### config.mk
export PLATFORM = sky130hd
export DESIGN_NAME = pong_engine
export DESIGN_NICKNAME = d
export VERILOG_FILES = /design/src/rtl/pong_pkg.sv /design/src/rtl/pong_tick_timer.sv /design/src/rtl/pong_engine.sv
export SDC_FILE = /design/constraint.sdc
export NUM_CORES = 1
export LEC_CHECK = 0
export ABC_AREA = 1
export CORE_UTILIZATION = 63
export CTS_CLUSTER_SIZE = 8
export DETAILED_ROUTE_END_ITERATION = 7
export GPL_TIMING_DRIVEN = 0
export PLACE_DENSITY_LB_ADDON = 0.05
export SLEW_MARGIN = 30
export SYNTH_ARGS = -nofsm -noshare
export SYNTH_HDL_FRONTEND = slang
export SYNTH_SLANG_ARGS = --single-unit
### constraint.sdc
create_clock -name Clk -period 3.25 [get_ports Clk]
set_clock_uncertainty 0.15 [all_clocks]
set_input_delay 0.325 -clock Clk [delete_from_list [all_inputs] [get_ports Clk]]
set_output_delay 0.325 -clock Clk [all_outputs]
set_load 0.1 [all_outputs]
### src/rtl/pong_pkg.sv
// Shared definitions for the two-player LED pong engine.
//   state_e   : engine FSM states
//   DEF_*     : default parameter values
//   score_w() : width of a score counter able to hold 0..win
package pong_pkg;

  typedef enum logic [2:0] {
    S_IDLE,
    S_MOVE_R,
    S_MOVE_L,
    S_FLASH,
    S_OVER
  } state_e;

  localparam int unsigned DEF_N_LEDS      = 8;
  localparam int unsigned DEF_BASE_PERIOD = 25_000_000;
  localparam int unsigned DEF_SPEED_STEP  = 1_000_000;
  localparam int unsigned DEF_MIN_PERIOD  = 5_000_000;
  localparam int unsigned DEF_FLASH_HALF  = 12_500_000;
  localparam int unsigned DEF_FLASH_COUNT = 3;
  localparam int unsigned DEF_WIN_SCORE   = 7;

  function automatic int unsigned score_w(input int unsigned win);
    return (win < 1) ? 1 : $clog2(win + 1);
  endfunction

endpackage

### src/rtl/pong_tick_timer.sv
// Loadable down-counter shared by ball steps and flash phases.
//   clk, rst_n : clock, asynchronous active-low reset
//   load       : load load_val (takes priority over counting)
//   load_val   : value loaded; expiry follows load_val+1 enabled cycles
//   en         : count enable
//   expire     : one-cycle pulse while enabled and the count is zero
module pong_tick_timer #(
  parameter int unsigned W = 8
) (
  input  logic         clk,
  input  logic         rst_n,
  input  logic         load,
  input  logic [W-1:0] load_val,
  input  logic         en,
  output logic         expire
);

  logic [W-1:0] cnt_q, cnt_d;

  always_comb begin
    cnt_d = cnt_q;
    if (load)                    cnt_d = load_val;
    else if (en && cnt_q != '0)  cnt_d = cnt_q - 1'b1;
  end

  assign expire = en && (cnt_q == '0);

  always_ff @(posedge clk or negedge rst_n) begin
    if (!rst_n) cnt_q <= '0;
    else        cnt_q <= cnt_d;
  end

endmodule

### src/rtl/pong_engine.sv
// Two-player LED pong engine: ball FSM, hit latches, scores, rally count,
// speed-up on each return, miss flash and game-over display.
//   Clk, Rst          : clock, asynchronous active-low reset
//   serve_l/serve_r   : level serve buttons (rising edge used)
//   paddle_l/paddle_r : level paddle buttons (rising edge used)
//   leds              : registered LED bar
//   score_l/score_r   : player scores
//   rally             : returns in current rally, saturating at 255
//   server            : next server (0 left, 1 right)
//   game_over         : high in OVER
module pong_engine
  import pong_pkg::*;
#(
  parameter int unsigned N_LEDS      = DEF_N_LEDS,
  parameter int unsigned BASE_PERIOD = DEF_BASE_PERIOD,
  parameter int unsigned SPEED_STEP  = DEF_SPEED_STEP,
  parameter int unsigned MIN_PERIOD  = DEF_MIN_PERIOD,
  parameter int unsigned FLASH_HALF  = DEF_FLASH_HALF,
  parameter int unsigned FLASH_COUNT = DEF_FLASH_COUNT,
  parameter int unsigned WIN_SCORE   = DEF_WIN_SCORE,
  localparam int unsigned SCORE_W    = score_w(WIN_SCORE)
) (
  input  logic               Clk,
  input  logic               Rst,
  input  logic               serve_l,
  input  logic               serve_r,
  input  logic               paddle_l,
  input  logic               paddle_r,
  output logic [N_LEDS-1:0]  leds,
  output logic [SCORE_W-1:0] score_l,
  output logic [SCORE_W-1:0] score_r,
  output logic [7:0]         rally,
  output logic               server,
  output logic               game_over
);

  localparam int unsigned PW = $clog2(N_LEDS);
  localparam int unsigned TW = $clog2(((BASE_PERIOD > FLASH_HALF) ? BASE_PERIOD : FLASH_HALF) + 1);
  localparam int unsigned FW = (FLASH_COUNT > 1) ? $clog2(FLASH_COUNT) : 1;

  state_e             state_q, state_d;
  logic [PW-1:0]      pos_q, pos_d;
  logic               hit_l_q, hit_l_d, hit_r_q, hit_r_d;
  logic [SCORE_W-1:0] score_l_q, score_l_d, score_r_q, score_r_d;
  logic [7:0]         rally_q, rally_d;
  logic               server_q, server_d;
  logic [TW-1:0]      period_q, period_d;
  logic               flash_on_q, flash_on_d;
  logic [FW-1:0]      pair_q, pair_d;
  logic [N_LEDS-1:0]  leds_q, leds_d;
  logic               game_over_q, game_over_d;
  logic               sl_prev_q, sr_prev_q, pl_prev_q, pr_prev_q;

  logic               sl_e, sr_e, pl_e, pr_e;
  logic               hit_l_now, hit_r_now;
  logic               t_load, t_en, t_expire;
  logic [TW-1:0]      t_val, next_period;
  logic [N_LEDS-1:0]  low_mask;

  assign sl_e = serve_l  & ~sl_prev_q;
  assign sr_e = serve_r  & ~sr_prev_q;
  assign pl_e = paddle_l & ~pl_prev_q;
  assign pr_e = paddle_r & ~pr_prev_q;

  // A paddle edge coinciding with expiry still counts as a hit.
  assign hit_l_now = hit_l_q | (pl_e && state_q == S_MOVE_L && pos_q == '0);
  assign hit_r_now = hit_r_q | (pr_e && state_q == S_MOVE_R && pos_q == PW'(N_LEDS - 1));

  assign t_en = (state_q == S_MOVE_R) || (state_q == S_MOVE_L) || (state_q == S_FLASH);

  always_comb begin
    for (int unsigned i = 0; i < N_LEDS; i++) low_mask[i] = (i < N_LEDS / 2);
  end

  always_comb begin
    if (period_q >= TW'(MIN_PERIOD + SPEED_STEP)) next_period = period_q - TW'(SPEED_STEP);
    else                                          next_period = TW'(MIN_PERIOD);
  end

  always_comb begin
    state_d    = state_q;
    pos_d      = pos_q;
    hit_l_d    = hit_l_q;
    hit_r_d    = hit_r_q;
    score_l_d  = score_l_q;
    score_r_d  = score_r_q;
    rally_d    = rally_q;
    server_d   = server_q;
    period_d   = period_q;
    flash_on_d = flash_on_q;
    pair_d     = pair_q;
    t_load     = 1'b0;
    t_val      = period_q - 1'b1;

    case (state_q)
      S_IDLE: begin
        if ((!server_q && sl_e) || (server_q && sr_e)) begin
          state_d  = server_q ? S_MOVE_L : S_MOVE_R;
          pos_d    = server_q ? PW'(N_LEDS - 1) : '0;
          period_d = TW'(BASE_PERIOD);
          rally_d  = '0;
          hit_l_d  = 1'b0;
          hit_r_d  = 1'b0;
          t_load   = 1'b1;
          t_val    = TW'(BASE_PERIOD - 1);
        end
      end
      S_MOVE_R: begin
        hit_r_d = hit_r_now;
        if (t_expire) begin
          t_load = 1'b1;
          if (pos_q != PW'(N_LEDS - 1)) begin
            pos_d = pos_q + 1'b1;
          end else if (hit_r_now) begin
            state_d  = S_MOVE_L;
            pos_d    = PW'(N_LEDS - 2);
            rally_d  = (rally_q == 8'hFF) ? rally_q : rally_q + 1'b1;
            period_d = next_period;
            t_val    = next_period - 1'b1;
            hit_r_d  = 1'b0;
          end else begin
            state_d    = S_FLASH;
            score_l_d  = (score_l_q == SCORE_W'(WIN_SCORE)) ? score_l_q : score_l_q + 1'b1;
            server_d   = 1'b1;
            flash_on_d = 1'b1;
            pair_d     = '0;
            t_val      = TW'(FLASH_HALF - 1);
            hit_r_d    = 1'b0;
          end
        end
      end
      S_MOVE_L: begin
        hit_l_d = hit_l_now;
        if (t_expire) begin
          t_load = 1'b1;
          if (pos_q != '0) begin
            pos_d = pos_q - 1'b1;
          end else if (hit_l_now) begin
            state_d  = S_MOVE_R;
            pos_d    = PW'(1);
            rally_d  = (rally_q == 8'hFF) ? rally_q : rally_q + 1'b1;
            period_d = next_period;
            t_val    = next_period - 1'b1;
            hit_l_d  = 1'b0;
          end else begin
            state_d    = S_FLASH;
            score_r_d  = (score_r_q == SCORE_W'(WIN_SCORE)) ? score_r_q : score_r_q + 1'b1;
            server_d   = 1'b0;
            flash_on_d = 1'b1;
            pair_d     = '0;
            t_val      = TW'(FLASH_HALF - 1);
            hit_l_d    = 1'b0;
          end
        end
      end
      S_FLASH: begin
        if (t_expire) begin
          if (flash_on_q) begin
            flash_on_d = 1'b0;
            t_load     = 1'b1;
            t_val      = TW'(FLASH_HALF - 1);
          end else if (pair_q == FW'(FLASH_COUNT - 1)) begin
            state_d = (score_l_q == SCORE_W'(WIN_SCORE) || score_r_q == SCORE_W'(WIN_SCORE))
                      ? S_OVER : S_IDLE;
          end else begin
            pair_d     = pair_q + 1'b1;
            flash_on_d = 1'b1;
            t_load     = 1'b1;
            t_val      = TW'(FLASH_HALF - 1);
          end
        end
      end
      S_OVER: begin
        if (sl_e || sr_e) begin
          state_d   = S_IDLE;
          score_l_d = '0;
          score_r_d = '0;
          server_d  = 1'b0;
        end
      end
      default: state_d = S_IDLE;
    endcase

    // LEDs follow the next state so they stay aligned with the registered state.
    leds_d = '0;
    case (state_d)
      S_IDLE:             leds_d[server_d ? PW'(N_LEDS - 1) : PW'(0)] = 1'b1;
      S_MOVE_R, S_MOVE_L: leds_d[pos_d] = 1'b1;
      S_FLASH:            leds_d = flash_on_d ? '1 : '0;
      S_OVER:             leds_d = (score_l_d == SCORE_W'(WIN_SCORE)) ? low_mask : ~low_mask;
      default:            leds_d = '0;
    endcase
    game_over_d = (state_d == S_OVER);
  end

  pong_tick_timer #(.W(TW)) u_timer (
    .clk      (Clk),
    .rst_n    (Rst),
    .load     (t_load),
    .load_val (t_val),
    .en       (t_en),
    .expire   (t_expire)
  );

  always_ff @(posedge Clk or negedge Rst) begin
    if (!Rst) begin
      state_q     <= S_IDLE;
      pos_q       <= '0;
      hit_l_q     <= 1'b0;
      hit_r_q     <= 1'b0;
      score_l_q   <= '0;
      score_r_q   <= '0;
      rally_q     <= '0;
      server_q    <= 1'b0;
      period_q    <= TW'(BASE_PERIOD);
      flash_on_q  <= 1'b0;
      pair_q      <= '0;
      leds_q      <= N_LEDS'(1);
      game_over_q <= 1'b0;
      sl_prev_q   <= 1'b0;
      sr_prev_q   <= 1'b0;
      pl_prev_q   <= 1'b0;
      pr_prev_q   <= 1'b0;
    end else begin
      state_q     <= state_d;
      pos_q       <= pos_d;
      hit_l_q     <= hit_l_d;
      hit_r_q     <= hit_r_d;
      score_l_q   <= score_l_d;
      score_r_q   <= score_r_d;
      rally_q     <= rally_d;
      server_q    <= server_d;
      period_q    <= period_d;
      flash_on_q  <= flash_on_d;
      pair_q      <= pair_d;
      leds_q      <= leds_d;
      game_over_q <= game_over_d;
      sl_prev_q   <= serve_l;
      sr_prev_q   <= serve_r;
      pl_prev_q   <= paddle_l;
      pr_prev_q   <= paddle_r;
    end
  end

  assign leds      = leds_q;
  assign score_l   = score_l_q;
  assign score_r   = score_r_q;
  assign rally     = rally_q;
  assign server    = server_q;
  assign game_over = game_over_q;

endmodule

==> summary.md, run 1 <==
| Metric | Value |
|---|---|
| Status | finished with violations |
| Failing checks | design-rule violations |
| Vias/cell | between 5 and 6 |
| Final HPWL DP | approximately 18 mm |
| RSZ-0062 raised after global routing | false |
| Critical path class | flip-flop to flip-flop |
| Max-slew violations | 0 |
| Routed len/inst | about 17 um |
| GPL Wtd Cong | 1.02 |
| Max_cap viols | 0 |
| Synth Flop Type | dfrtp_1 |
| LEAKAGE | between 4 and 5 nW |
| Highest-delay cell along the critical path | dfrtp_1 |
| #FFs+latches synth | 89 |
| Slew headroom | 0.343 |
| Largest net degree at the start of global routing | between 40 and 50 |
| Post-CTS Setup Inserts | 0 |
| Worst Setup End Kind | flip-flop |
| DR iter-0 viols | 885 |
| Pwr per Cell Area | slightly below 700 nW/um^2 |
| Core area | 11600 um^2 |
| Area of the die | between 10000 and 15000 um^2 |
| Vias in the first global route | 7508 |
| Worst min-delay path category | input pin to flip-flop |
| Initial core utilization | 0.652 |
| Vias | between 7k and 8k |
| Critical path peak fanout | 8 |
| Gate Count Post-Synth | around 1.1k |
| Highest clock rate | around 330 MHz |
| I/O pins | 30 |
| Root buffer cell | clkbuf_16 |
| Pre-CTS setup slack | about 200 ps |
| Biggest cell delay along the critical path | roughly 450 ps |
| Yosys warning total | 0 |
| Avg Inst Size Synth | between 6 and 7 um^2 |
| Final hold slack | 293 ps |
| CTS H-tree lvls | 3 |
| Final period util | 0.934 |
| Post-route DRC | 2 |
| Worst Path Required | about 3400 ps |
| Global-route wire length before repair | approximately 38 mm |
| Core Rows | 39 |
| Worst-Skew Late Latency | around 360 ps |
| Worst-path clk slew | approximately 60 ps |
| Final WS setup | between 200 and 250 ps |
| Number of diodes | 0 |
| Share of cells above drive strength 1 | 0.127 |
| Syn_nets | roughly 1.2k |
| CTS sink count | 89 |
| ANT nets after route | 0 |
| Buffers on Ports | 29 |
| Die height | between 100 and 150 um |
| Synthesized area | approximately 7500 um^2 |
| Total Routing Usage GR | 0.386 |
| Grt total ovfl | 0 |
| Crit path DAT | 3130 ps |
| Routed WL | 22.8 mm |
| Pre-Repair DR Iteration Count | 7 |
| Overall Power | a little under 6 mW |
| Initial antenna violation count | 0 |
| Post-synthesis async set-or-reset flop share | 1.00 |
| Final hold viol count | 0 |
| Setup TNS | 0 ps |
| Clock Tree Buf Depth | 2 |
| Worst VDD drop | just under 800 uV |
| Cell variety after synth | 53 |
| CTS buffer count | 9 |
| Min Tclk post-route | between 3000 and 4000 ps |
| Area grow syn2layout | 11.2% |
| Final #Nets | about 1.2k |
| Pin slew with the least headroom to its limit | between 900 and 1000 ps |
| CTS tree | yes |
| Seq/Total Area, Yosys | 0.297 |
| Post-synth EDFFs | 0 |
| Final Core Density | 0.725 |
| Final setup vio count | 0 |
| Critical path, cell by cell | inv_1 > ha_1 > nand2_2 > inv_2 > nand2_2 > nor2_4 > nand4_4 > nor2_8 > nand3_4 > nand2_2 > nand2_1 > nor2_1 > inv_1 > nand3_1 > o211ai_1 > nand2_1 > nand2_1 |
| Die X | between 100 and 150 um |
| CP Launch Type | flip-flop |
==> through the flow <==
stage               cells  instance area, um^2
global route         1336                 8380
global placement     1318                 8010
floorplan            1146                 7540
CTS                  1336                 8380
detailed placement   1319                 8040
finish               1336                 8380
==> kinds of logic after synthesis <==
group	synth area share
and+or+nand+nor	0.404
DFF	0.297
AOI/OAI and AO/OA	0.121
buffers and inverters	0.102
xor gates and xnor gates	0.0523
adders and majority gates	0.0232
==> cell usage after synthesis, types with 2 or more instances <==
| master | count | share of area |
|---|---|---|
| nand2_1 | 290 | 0.14 |
| inv_1 | 144 | 0.072 |
| nor2_1 | 132 | 0.066 |
| nand3_1 | 96 | 0.064 |
| dfrtp_1 | 76 | 0.25 |
| a21oi_1 | 51 | 0.034 |
| o21ai_0 | 50 | 0.033 |
| xor2_1 | 39 | 0.045 |
| nand4_1 | 22 | 0.018 |
| inv_2 | 21 | 0.010 |
| nand2_2 | 21 | 0.017 |
| nor3_1 | 20 | 0.013 |
| nor2_2 | 19 | 0.016 |
| ha_1 | 14 | 0.023 |
| dfstp_2 | 13 | 0.045 |
| a22oi_1 | 12 | 0.012 |
| buf_2 | 11 | 0.0073 |
| o21ai_1 | 11 | 0.0073 |
| nor2_4 | 10 | 0.015 |
| nand3_2 | 9 | 0.012 |
| o22ai_1 | 8 | 0.0066 |
| o211ai_1 | 7 | 0.0070 |
| a31oi_1 | 6 | 0.0050 |
| nor4_1 | 6 | 0.0050 |
| xnor2_1 | 6 | 0.0070 |
| buf_4 | 5 | 0.0050 |
| nand3b_1 | 4 | 0.0040 |
| o31ai_1 | 4 | 0.0040 |
| or2_2 | 4 | 0.0033 |
| clkbuf_1 | 3 | 0.0015 |
| inv_4 | 3 | 0.0025 |
| nand2_4 | 3 | 0.0045 |
| nand4_2 | 3 | 0.0050 |
| a21oi_2 | 2 | 0.0023 |
| nand3_4 | 2 | 0.0046 |
| o311ai_0 | 2 | 0.0023 |
==> power breakdown <==
| part | leakage, nW | switching [mW] | internal, mW |
|---|---|---|---|
| sequential | 1.09 | 0.293 | 1.41 |
| combinational | 2.86 | 2.09 | 0.864 |
| clock | 0.163 | 0.454 | 0.718 |
| total | 4.11 | 2.83 | 2.99 |
==> cells in the final DEF, fill, tap and decap left out, drive strengths merged, types with 4 or more instances in the layout <==
cell	Yosys	final
a21oi	53	53
a22oi	12	12
a31oi	6	6
buf	18	20
clkbuf	3	15
clkdlybuf4s50	0	28
dfrtp	76	76
dfstp	13	13
ha	14	14
inv	168	169
nand2	314	314
nand3	107	107
nand3b	4	4
nand4	26	26
nor2	162	162
nor3	21	21
nor4	6	6
o211ai	7	7
o21ai	62	62
o22ai	8	8
o31ai	4	4
or2	6	6
xnor2	6	6
xor2	39	39
==> final timing paths <==
check                                    to  cells past startpoint  slack (ps)              from
max                        u_timer.cnt_q[6]                     17         210  u_timer.cnt_q[0]
min                               pr_prev_q                      1         290          paddle_r
max reg2reg                u_timer.cnt_q[6]                     17         210  u_timer.cnt_q[0]
min reg2reg                     period_q[0]                      2         350       period_q[0]
max in group asynchronous      period_q[24]                      3        2020               Rst
min in group asynchronous      period_q[15]                      2         310               Rst
==> layer usage <==
metal,global-route usage,part of all wire,vias up
li1,-,-,3807
met1,0.524,0.43,3606
met2,0.600,0.44,386
met3,0.0419,0.072,98
met4,0.229,0.059,0
met5,0,0,-
==> sequential cells by signal, summed over array words and instances (netlist names), 2 cells and up <==
register / cells
leds: 8
pair_q: 2
period_q: 25
pos_q: 3
rally: 8
score_l: 3
score_r: 3
state_q: 3
u_timer.cnt_q: 25
==> worst max-delay path, delay by kind of cell, from the launching register on <==
| kind | cells | cell delay (ps) |
|---|---|---|
| fa+ha+maj | 1 | 210 |
| simple gates | 12 | 1600 |
| compound gates | 1 | 170 |
| buf+inv | 3 | 340 |
| flops | 1 | 450 |
==> final cells by class <==
class / instances / area [um^2]
plain buffers: 21 / 130
clock buffers: 12 / 256
clock inverters: 4 / 73.8
fillers: 976 / 3180
inverters: 168 / 638
multi-input cells: 868 / 4530
flip-flops and latches: 89 / 2240
well taps: 143 / 179
repair buffers: 31 / 329
==> repair_timing <==
action | in CTS | in global routing
resized for setup | 0 | 3
hold endpoints to repair | 36 | 0
endpoints found under the setup margin | 0 | 3
hold buffers | 1 | 0
Note: power is estimated with default switching activity, not from simulation.
==> run 2: changes to the inputs <==
Settings changed: ABC_AREA 1 to unset, CORE_MARGIN set to 1.5, CORE_UTILIZATION 63 to 62.
==> summary.md, run 2 <==
| Metric | Value |
|---|---|
| Final #Nets | 1018 (was 1208) |
| Final hold viol count | 0 (unchanged) |
| Final period util | 1.15 (was 0.934) |
| Total Routing Usage GR | 0.457 (was 0.386) |
| Slew headroom | 0.228 (was 0.343) |
| DR iter-0 viols | 1751 (was 885) |
| Critical path, cell by cell | nor2_1 > nand3b_1 > nor4_4 > nor2_1 > clkbuf_1 > clkbuf_2 > a221oi_1 > a21oi_1 (was inv_1 > ha_1 > nand2_2 > inv_2 > nand2_2 > nor2_4 > nand4_4 > nor2_8 > nand3_4 > nand2_2 > nand2_1 > nor2_1 > inv_1 > nand3_1 > o211ai_1 > nand2_1 > nand2_1) |
| Global-route wire length before repair | 41.0 mm (was 37.5 mm) |
| Vias | 8696 (was 7897) |
| Synth area leaders | dfrtp_1, nand2_1, dfstp_2 (was dfrtp_1, nand2_1, inv_1) |
| Max-slew violations | 0 (unchanged) |
| Final hold slack | 266 ps (was 293 ps) |
| Max_cap viols | 0 (unchanged) |
| Initial core utilization | 0.646 (was 0.652) |
| Final WS setup | -491 ps (was 213 ps) |
| Worst Path Required | 3370 ps (was 3350 ps) |
| Critical path peak fanout | 10 (was 8) |
| Pre-Repair DR Iteration Count | 8 (was 7) |
| Delay-heaviest family, CP | simple AND/OR/NAND/NOR gates (unchanged) |
| Synth Flop Type | dfrtp_1 (unchanged) |
| Pre-CTS setup slack | -1440 ps (was 201 ps) |
| Synthesized area | 7090 um^2 (was 7540 um^2) |
| I/O pins | 30 (unchanged) |
| R2r endpoint | u_timer.cnt_q[8] (was u_timer.cnt_q[6]) |
| Worst-Skew Late Latency | 380 ps (was 360 ps) |
| Most common cell in the synthesized netlist | nand2_1 (unchanged) |
| Area grow syn2layout | 32.0% (was 11.2%) |
| Worst setup path endpoint | u_timer.cnt_q[8] (was u_timer.cnt_q[6]) |
| Critical path class | flip-flop to flip-flop (unchanged) |
| Final setup vio count | 41 (was 0) |
| Die height | 110 um (was 111 um) |
| Min Tclk post-route | 3740 ps (was 3040 ps) |
| Syn_nets | 922 (was 1166) |
| Worst-path clk slew | 80 ps (was 60 ps) |
| Most frequent cells in the layout | nand2_1, nor2_1, dfrtp_1, o21ai_0, a21oi_1 (was nand2_1, inv_1, nor2_1, nand3_1, dfrtp_1) |
| Yosys warning total | 0 (unchanged) |
| Crit path top cell by count | nor2_1 |
| Worst min-delay path category | input pin to asynchronous set/reset pin (was input pin to flip-flop) |
| Area of the die | 12100 um^2 (was 12400 um^2) |
| Status | finished with violations (unchanged) |
| Gate Count Post-Synth | 902 (was 1146) |
| Failing checks | design-rule violations, negative setup slack (was design-rule violations) |
| Setup TNS | -9150 ps (was 0 ps) |
| R2R depth | 8 (was 17) |
| Routed WL | 30.4 mm (was 22.8 mm) |
| Pin slew with the least headroom to its limit | 1150 ps (was 983 ps) |
| List of most frequent post-synthesis cells | nand2_1, nor2_1, dfrtp_1, o21ai_0, a21oi_1 (was nand2_1, inv_1, nor2_1, nand3_1, dfrtp_1) |
| GPL Wtd Cong | 1.03 (was 1.02) |
| Crit path DAT | 3860 ps (was 3130 ps) |
| R2R setup slack | -490 ps (was 210 ps) |
| Worst VDD drop | 591 uV (was 777 uV) |
| ANT nets after route | 0 (unchanged) |
| Buffers on Ports | 29 (unchanged) |
| Core area | 11000 um^2 (was 11600 um^2) |
| Final Core Density | 0.852 (was 0.725) |
| Crit path from | state_q[0] (was u_timer.cnt_q[0]) |
| Largest registers | period_q: 25 flops, u_timer.cnt_q: 25 flops (unchanged) |
| Highest-delay cell along the critical path | nor2_1 (was dfrtp_1) |
| Worst Setup End Kind | flip-flop (unchanged) |
| RSZ-0062 raised after global routing | true (was false) |
| Vias/cell | 7.60 (was 5.91) |
| Highest clock rate | 267 MHz (was 329 MHz) |
| #FFs+latches synth | 89 (unchanged) |
| Core Rows | 38 (was 39) |
| Bufs and invs on worst path | 2 (was 3) |
| Vias in the first global route | 7606 (was 7508) |
| Root buffer cell | clkbuf_16 (unchanged) |
| CTS H-tree lvls | 3 (unchanged) |
| CTS tree | yes (unchanged) |
| Share of cells above drive strength 1 | 0.254 (was 0.127) |
| Overall Power | 3.81 mW (was 5.82 mW) |
| Avg Inst Size Synth | 7.86 um^2 (was 6.58 um^2) |
| Clock Tree Buf Depth | 2 (unchanged) |
| CP Launch Type | flip-flop (unchanged) |
| Initial antenna violation count | 2 (was 0) |
| Routed len/inst | 26.5 um (was 17.1 um) |
| Post-synthesis async set-or-reset flop share | 1.00 (unchanged) |
| CTS sink count | 89 (unchanged) |
| Synth top area share | 0.268 (was 0.252) |
| Final HPWL DP | 18.1 mm (was 17.7 mm) |
| Most common cell after layout, fill and taps aside | nand2_1 (unchanged) |
| Grt total ovfl | 0 (unchanged) |
| Seq/Total Area, Yosys | 0.316 (was 0.297) |
| FF-to-FF Start | state_q[0] (was u_timer.cnt_q[0]) |
| Area leader, netlist | dfrtp_1 (unchanged) |
| Largest net degree at the start of global routing | 60 (was 47) |
| Post-route DRC | 41 (was 2) |
| Cell variety after synth | 86 (was 53) |
| Pwr per Cell Area | 408 nW/um^2 (was 694 nW/um^2) |
| Post-synth EDFFs | 0 (unchanged) |
| LEAKAGE | 3.63 nW (was 4.11 nW) |
| CTS buffer count | 9 (unchanged) |
| Fill count | 592 (was 976) |
| Biggest cell delay along the critical path | 790 ps (was 450 ps) |
| Worst path depth | 8 (was 17) |
| Die X | 110 um (was 111 um) |
-- run 2: changes by cell type in the layout (fill, tap and decap cells not counted), sizes merged, moves of 21 or more --
cell    before  now
nand2      314   98
buf         20   76
nor2       162   85
inv        169   31
nor3        21   42
xor2        39   17
xnor2        6   34
nand3      107   37
clkbuf      15   41
-- run 2: layer usage --
metal	track usage	part of all wire	up-vias
li1	-	-	3514
met1	0.565	0.34	3969
met2	0.690	0.42	909
met3	0.169	0.16	304
met4	0.247	0.083	0
met5	0	0	-
-- run 2: cell families after synthesis --
group,share of synthesized area
simple gates,0.299
compound gates,0.242
flops,0.316
buf+inv,0.0457
xor+xnor,0.0630
fa+ha+maj,0.0261
mux,0.00865
-- run 2: power by group --
group,leakage [nW],switching [mW],internal (mW)
clock,0.139,0.550,0.556
combinational,2.42,0.781,0.473
sequential,1.07,0.210,1.24
total,3.63,1.54,2.27
-- run 2: worst min-delay path by stage --
| stage | depth (start not counted) | from | slack (ps) | end |
|---|---|---|---|---|
| 6_report | 2 | Rst | 270 | u_timer.cnt_q[2] |
| 2_1_floorplan | 0 | Rst | -120 | flash_on_q |
| 3_5_place_dp | 1 | Rst | 80 | u_timer.cnt_q[5] |
| 4_1_cts | 2 | Rst | 270 | server |
| 5_1_grt | 1 | paddle_l | 270 | pl_prev_q |
| 3_3_place_gp | 1 | pair_q[1] | 340 | pair_q[1] |
-- run 2: cell type report --
| type | instances | area, um^2 | share of cell area |
|---|---|---|---|
| Antenna cell | 1 | 2.50 | 0.000267 |
| Buffer | 40 | 251 | 0.0269 |
| Clock buffer | 10 | 239 | 0.0255 |
| Clock inverter | 6 | 57.6 | 0.00615 |
| Inverter | 28 | 113 | 0.0120 |
| Multi-Input combinational cell | 734 | 5330 | 0.569 |
| Sequential cell | 89 | 2250 | 0.240 |
| Tap cell | 140 | 175 | 0.0187 |
| Timing Repair Buffer | 96 | 945 | 0.101 |
-- run 2: worst reg2reg max path, cell delays in order, from the launching register on --
cell and delay [ps]:
dfrtp_1 460, nor2_1 790, nand3b_1 410, nor4_4 110, nor2_1 210, clkbuf_1 640
clkbuf_2 490, a221oi_1 150, a21oi_1 230
-- run 2: through the flow --
stage,area (um^2),instances
after detailed placement,7750,1072
final,9360,1144
after global placement,7720,1071
after floorplan,7250,902
after CTS,8680,1123
after global routing,9360,1144
-- run 2: what timing repair did --
item / 4_1_cts / 5_1_grt
gates cloned: 2 / 1
pin swaps: 32 / 45
gates resized for setup: 77 / 123
setup endpoints to repair: 63 / 57
endpoints found under the hold margin: 30 / 0
setup buffers: 40 / 24
hold buffers: 1 / 0
==> run 3: changes to the inputs <==
--- a/constraint.sdc
+++ b/constraint.sdc
@@ -4,2 +4,2 @@
 set_output_delay 0.325 -clock Clk [all_outputs]
-set_load 0.1 [all_outputs]
+set_load 0.02 [all_outputs]
==> results of run 3 <==
Same layout as run 2 (identical final DEF). Status: finished with violations: design-rule violations, negative setup slack.
Main changes from that run: total power 3.81 mW -> 3.78 mW
